File: src/rtl/spi_pkg.sv
// Shared definitions for the SPI register-write link: frame geometry,
// peripheral register map and the initiator state encoding.
package spi_pkg;

  localparam int FRAME_BITS = 16;
  localparam int ADDR_W     = 7;
  localparam int DATA_W     = 8;

  localparam logic SPI_WRITE = 1'b1;

  localparam logic [ADDR_W-1:0] ADDR_EN_OUT_7_0  = 7'h00;
  localparam logic [ADDR_W-1:0] ADDR_EN_OUT_15_8 = 7'h01;
  localparam logic [ADDR_W-1:0] ADDR_EN_PWM_7_0  = 7'h02;
  localparam logic [ADDR_W-1:0] ADDR_EN_PWM_15_8 = 7'h03;
  localparam logic [ADDR_W-1:0] ADDR_PWM_DUTY    = 7'h04;

  typedef enum logic [2:0] {
    IDLE,
    SETUP,
    SHIFT,
    HOLD,
    GAP
  } spi_state_e;

endpackage

File: src/rtl/spi_controller_if.sv
// Command handshake between a register-write requester and the SPI initiator.
interface spi_controller_if;
  import spi_pkg::*;

  logic              cmd_valid;
  logic              cmd_ready;
  logic              cmd_rw;
  logic [ADDR_W-1:0] cmd_addr;
  logic [DATA_W-1:0] cmd_data;

  modport master (
    output cmd_valid, cmd_rw, cmd_addr, cmd_data,
    input  cmd_ready
  );

  modport slave (
    input  cmd_valid, cmd_rw, cmd_addr, cmd_data,
    output cmd_ready
  );
endinterface

File: src/rtl/spi_controller.sv
// SPI mode-0 initiator: serialises one {rw, addr, data} command into a 16-bit
// MSB-first frame. Every pin and handshake output is driven straight from a flop.
module spi_controller
  import spi_pkg::*;
#(
  parameter int CLK_DIV = 4
) (
  input  logic            clk,
  input  logic            rst_n,
  spi_controller_if.slave cmd,
  output logic            sclk,
  output logic            ncs,
  output logic            copi,
  output logic            busy,
  output logic            done
);

  if (CLK_DIV < 2 || CLK_DIV > 255) begin : g_bad_div
    $error("spi_controller: CLK_DIV must lie in 2..255");
  end

  localparam logic [7:0] PH_LAST = 8'(CLK_DIV - 1);
  localparam logic [3:0] BIT_MSB = 4'(FRAME_BITS - 1);

  spi_state_e            state_q, state_d;
  logic [7:0]            ph_q, ph_d;
  logic [3:0]            bit_q, bit_d;
  logic [FRAME_BITS-1:0] sh_q, sh_d;
  logic                  sclk_q, sclk_d;
  logic                  ncs_q, ncs_d;
  logic                  copi_q, copi_d;
  logic                  rdy_q, rdy_d;
  logic                  busy_q, busy_d;
  logic                  done_q, done_d;
  logic                  ph_end;

  assign ph_end = (ph_q == PH_LAST);

  always_ff @(posedge clk) begin
    if (!rst_n) begin
      state_q <= IDLE;
      ph_q    <= '0;
      bit_q   <= '0;
      sh_q    <= '0;
      sclk_q  <= 1'b0;
      ncs_q   <= 1'b1;
      copi_q  <= 1'b0;
      rdy_q   <= 1'b1;
      busy_q  <= 1'b0;
      done_q  <= 1'b0;
    end else begin
      state_q <= state_d;
      ph_q    <= ph_d;
      bit_q   <= bit_d;
      sh_q    <= sh_d;
      sclk_q  <= sclk_d;
      ncs_q   <= ncs_d;
      copi_q  <= copi_d;
      rdy_q   <= rdy_d;
      busy_q  <= busy_d;
      done_q  <= done_d;
    end
  end

  always_comb begin
    state_d = state_q;
    ph_d    = ph_end ? 8'd0 : ph_q + 8'd1;
    bit_d   = bit_q;
    sh_d    = sh_q;
    sclk_d  = sclk_q;
    ncs_d   = ncs_q;
    copi_d  = copi_q;
    rdy_d   = rdy_q;
    busy_d  = busy_q;
    done_d  = 1'b0;

    unique case (state_q)
      IDLE: begin
        ph_d = '0;
        if (cmd.cmd_valid && rdy_q) begin
          sh_d    = {cmd.cmd_rw, cmd.cmd_addr, cmd.cmd_data};
          ncs_d   = 1'b0;
          copi_d  = cmd.cmd_rw;
          sclk_d  = 1'b0;
          rdy_d   = 1'b0;
          busy_d  = 1'b1;
          state_d = SETUP;
        end
      end
      SETUP: begin
        if (ph_end) begin
          bit_d   = BIT_MSB;
          state_d = SHIFT;
        end
      end
      SHIFT: begin
        if (ph_end) begin
          if (!sclk_q) begin
            sclk_d = 1'b1;
          end else begin
            sclk_d = 1'b0;
            if (bit_q == 4'd0) begin
              state_d = HOLD;
            end else begin
              // Rotate rather than shift so the latched frame stays intact.
              bit_d  = bit_q - 4'd1;
              sh_d   = {sh_q[FRAME_BITS-2:0], sh_q[FRAME_BITS-1]};
              copi_d = sh_q[FRAME_BITS-2];
            end
          end
        end
      end
      HOLD: begin
        if (ph_end) begin
          ncs_d   = 1'b1;
          copi_d  = 1'b0;
          done_d  = 1'b1;
          state_d = GAP;
        end
      end
      GAP: begin
        if (ph_end) begin
          rdy_d   = 1'b1;
          busy_d  = 1'b0;
          state_d = IDLE;
        end
      end
      default: state_d = IDLE;
    endcase
  end

  assign cmd.cmd_ready = rdy_q;
  assign sclk          = sclk_q;
  assign ncs           = ncs_q;
  assign copi          = copi_q;
  assign busy          = busy_q;
  assign done          = done_q;

endmodule

File: src/flat_wrapper.sv
// flat-port wrapper written by rule: the top's interface ports become plain ports
module spi_controller_flat import spi_pkg::*;
#(
  parameter int CLK_DIV = 4
)
  (clk, rst_n, sclk, ncs, copi, busy, done, cmd_cmd_valid, cmd_cmd_rw, cmd_cmd_addr, cmd_cmd_data, cmd_cmd_ready);
  spi_controller_if cmd_i ();
  input  logic clk;
  input  logic rst_n;
  output logic sclk;
  output logic ncs;
  output logic copi;
  output logic busy;
  output logic done;
  input wire logic [$bits(cmd_i.cmd_valid)-1:0] cmd_cmd_valid;
  input wire logic [$bits(cmd_i.cmd_rw)-1:0] cmd_cmd_rw;
  input wire logic [$bits(cmd_i.cmd_addr)-1:0] cmd_cmd_addr;
  input wire logic [$bits(cmd_i.cmd_data)-1:0] cmd_cmd_data;
  output wire logic [$bits(cmd_i.cmd_ready)-1:0] cmd_cmd_ready;
  assign cmd_i.cmd_valid = cmd_cmd_valid;
  assign cmd_i.cmd_rw = cmd_cmd_rw;
  assign cmd_i.cmd_addr = cmd_cmd_addr;
  assign cmd_i.cmd_data = cmd_cmd_data;
  assign cmd_cmd_ready = cmd_i.cmd_ready;
  spi_controller #(.CLK_DIV(CLK_DIV)) u_core (.clk(clk), .rst_n(rst_n), .cmd(cmd_i), .sclk(sclk), .ncs(ncs), .copi(copi), .busy(busy), .done(done));
endmodule
File: config.mk
export PLATFORM = sky130hd
export DESIGN_NAME = spi_controller_flat
export DESIGN_NICKNAME = d
export VERILOG_FILES = /design/src/rtl/spi_pkg.sv /design/src/rtl/spi_controller_if.sv /design/src/rtl/spi_controller.sv /design/src/flat_wrapper.sv
export SDC_FILE = /design/constraint.sdc
export NUM_CORES = 1
export LEC_CHECK = 0
export CAP_MARGIN = 20
export CORE_UTILIZATION = 58
export DETAILED_ROUTE_END_ITERATION = 6
export PLACE_DENSITY = 0.87
export SYNTH_ARGS = -nofsm -noshare
export SYNTH_HDL_FRONTEND = slang
export SYNTH_SLANG_ARGS = --single-unit
File: constraint.sdc
create_clock -name clk -period 4.36 [get_ports clk]
set_clock_uncertainty 0.2 [all_clocks]
set_input_delay 1.308 -clock clk [delete_from_list [all_inputs] [get_ports clk]]
set_output_delay 1.308 -clock clk [all_outputs]
set_load 0.02 [all_outputs]
==> run_results.csv <==
group,metric,value,unit
critical_path,crit_buf_inv,1,
finish,layout-drive-gt1-share,8.772,%
sta,finalCritPeriodShare,69.48,%
job,cap_viol_max_count,0,
logic_synthesis,yosysTopAreaCellShare,39.39,%
critical_path,path_max_fanout,10,
global_route,grt_pass1_vias,1280,
floorplan,initial_core_util,61.60,%
logic_synthesis,synth_top_cell_by_area,"dfxtp_1",
placed_design,dpl.cell_count,265,
sta,max-slew-margin-rel,37.43,%
logic_synthesis,synth_area_leaders,"dfxtp_1, mux2i_1, o211ai_1, nand2b_1, nand2_1",
logic_synthesis,synth_edf_count,0,
logic_synthesis,synthFlopType,"dfxtp_1",
logic_synthesis,synthesis.instances,206,
detailed_routing,num_vias,1466,
critical_path,critPathTopFamily,"buffers and inverters",
floorplan,io_pins,25,
placed_design,place_congestion,0.8006,
finish,nets,249,
detailed_routing,wl_met2,1478,um
critical_path,slowest_stage,"clkdlybuf4s50_1",
placed_design,hpwl,2262,um
detailed_routing,drt.antenna.violating_nets,0,
min_path,hold_path.class,"flip-flop to flip-flop",
logic_synthesis,ys_seq_elements,37,
sta,fmax,330.1,MHz
detailed_routing,drtIter0Drc,59,
global_route,gr-total-overflow,0,
logic_synthesis,async_flop_share,0,%
clock_tree,cts_tree,"built",
placed_design,numPortBuffers,24,
detailed_routing,wl_met3,80,um
global_route,antenna_found_initial,0,
detailed_routing,drc,0,
finish,syn_to_final_growth,15.50,%
finish,fin_cells,272,
detailed_routing,highest_layer,"met4",
logic_synthesis,synth_nets,227,
logic_synthesis,yosysSeqAreaShare,39.39,%
floorplan,die-area,0.003474,mm^2
critical_path,arrival,1.52,ns
logic_synthesis,yosysWarnings,0,
clock_tree,cts_buffer_depth,2,
sta,tns,0,ns
logic_synthesis,synth_area,0.001881,mm^2
floorplan,rows,20,
clock_tree,clk_pin_slew_worst_paths,0.10,ns
logic_synthesis,ys_top_cells_by_count,"dfxtp_1, nand2_1, nand2b_1",
detailed_routing,routed_wl,3232,um
finish,n_antenna_cell,0,
detailed_routing,met1_length,1599,um
clock_tree,cts.sinks,37,
detailed_routing,viasPerCell,5.390,
detailed_routing,drt_pass1_iterations,5,
clock_tree,cts_resized,0,
critical_path,critPathCaptureType,"output pin",
clock_tree,htreeDepth,2,
critical_path,crit_type,"flip-flop to output pin",
sta,finalCriticalPeriod,3.029,ns
logic_synthesis,ys_types,40,
logic_synthesis,avgSynthCellArea,9.129,um^2
clock_tree,clockRootBuffer,"clkbuf_4",
sta,rsz0062_at_grt,"no",
critical_path,cp-start-kind,"flip-flop",
clock_tree,cts_made_buffers,5,
sta,hold_viol,0,
global_route,grt_max_degree,43,
critical_path,cp_slowest_stage_delay,0.67,ns
global_route,groute.usage.overall,20.77,%
logic_synthesis,synth_most_common_cell,"dfxtp_1",
sta,setup_viol,0,
floorplan,die_width,58.94,um
detailed_routing,routed_wire_length_per_instance,11.88,um
finish,fill_cells,266,
sta,slew_viol_final,0,
global_route,grt_pass1_wl,5354,um
clock_tree,post-cts-setup-buffers,0,
power,ir_worst_vdd,0.0001959,V
critical_path,required,2.85,ns
power,leakagePower,0.7862,nW
clock_tree,hold_buffers,0,
power,p_per_area,292.2,mW/mm^2
clock_tree,worstSkewPairLatency,0.34,ns
floorplan,die_height,58.94,um
sta,worst_pin_slew,0.9239,ns
outcome,status,"finished, final reports clean",
floorplan,core,0.003053,mm^2
critical_path,path_cells,"clkdlybuf4s50_1",
==> worst paths after layout <==
check / start / to / slack [ns] / depth (start not counted)
setup / recovery: u_core.sclk / sclk / 1.33 / 1
hold / removal: u_core.sh_q[9] / u_core.sh_q[9] / 0.25 / 2
setup reg to reg: u_core.ph_q[0] / u_core.sh_q[10] / 2.03 / 6
hold reg to reg: u_core.sh_q[9] / u_core.sh_q[9] / 0.25 / 2
==> state kept, by name (all words and copies together) (netlist names) <==
register and count:
u_core.bit_q 4, u_core.busy 1, u_core.cmd.cmd_ready 1, u_core.copi 1
u_core.done 1, u_core.ncs 1, u_core.ph_q 8, u_core.sclk 1
u_core.sh_q 16, u_core.state_q 3
==> layout by cell type (no fill, tap or decap), drive strengths merged, types with 2 or more instances in the layout <==
master | Yosys | routed
a2111o | 2 | 2
a21oi | 7 | 7
buf | 1 | 4
clkbuf | 11 | 7
clkdlybuf4s50 | 0 | 24
dfxtp | 37 | 37
ha | 2 | 2
inv | 7 | 7
mux2i | 16 | 16
nand2 | 24 | 24
nand2b | 18 | 18
nand3 | 7 | 7
nand4 | 3 | 3
nor2 | 13 | 13
nor2b | 4 | 4
nor3 | 4 | 4
nor3b | 2 | 2
nor4 | 2 | 2
o211a | 3 | 3
o211ai | 16 | 16
o21ai | 3 | 3
or3b | 3 | 3
xnor2 | 4 | 4
xor2 | 3 | 3
==> per-stage QoR <==
stage               worst slack [ns]  utilization [%]  hold slack, ns  cell area (um^2)  total power [W]
floorplan                      1.635                -          0.2175              1881        0.0004306
global placement               1.308            69.34          0.2305              2117        0.0004606
detailed placement             1.234            69.34          0.2430              2117        0.0004622
CTS                            1.328            71.15          0.2586              2172        0.0006445
global route                   1.276            71.15          0.2767              2172        0.0006637
finish                         1.331            71.15          0.2549              2172        0.0006347
==> where the power goes <==
group	switching (W)	internal, W
sequential	0.0000113	0.000356
combinational	0.0000382	0.0000488
clock	0.000104	0.0000761
total	0.000154	0.000481
==> per-layer routing <==
metal,vias to the layer above,track usage (%)
met4,0,11.22
met3,7,5.275
met1,669,26.34
met2,22,32.31
li1,768,-
met5,-,0
==> layout make-up <==
class,instances,area [um^2],share of cell area (%)
repair buffers,28,270.3,12.44
flip-flops and latches,37,740.7,34.10
clock buffers,7,55.05,2.535
well taps,44,55.05,2.535
multi-input cells,149,1025,47.18
inverters,7,26.28,1.210
==> logic make-up (layout without fill, tap and decap cells) <==
kind of cell	Yosys count	after routing	share of synthesized area [%]
xor+xnor	7	7	3.260
flops	37	37	39.39
fa+ha+maj	2	2	1.330
buf+inv	20	42	6.121
simple gates	87	87	25.82
compound gates	37	37	15.57
mux	16	16	8.516
(Power assumes the default switching activity.)
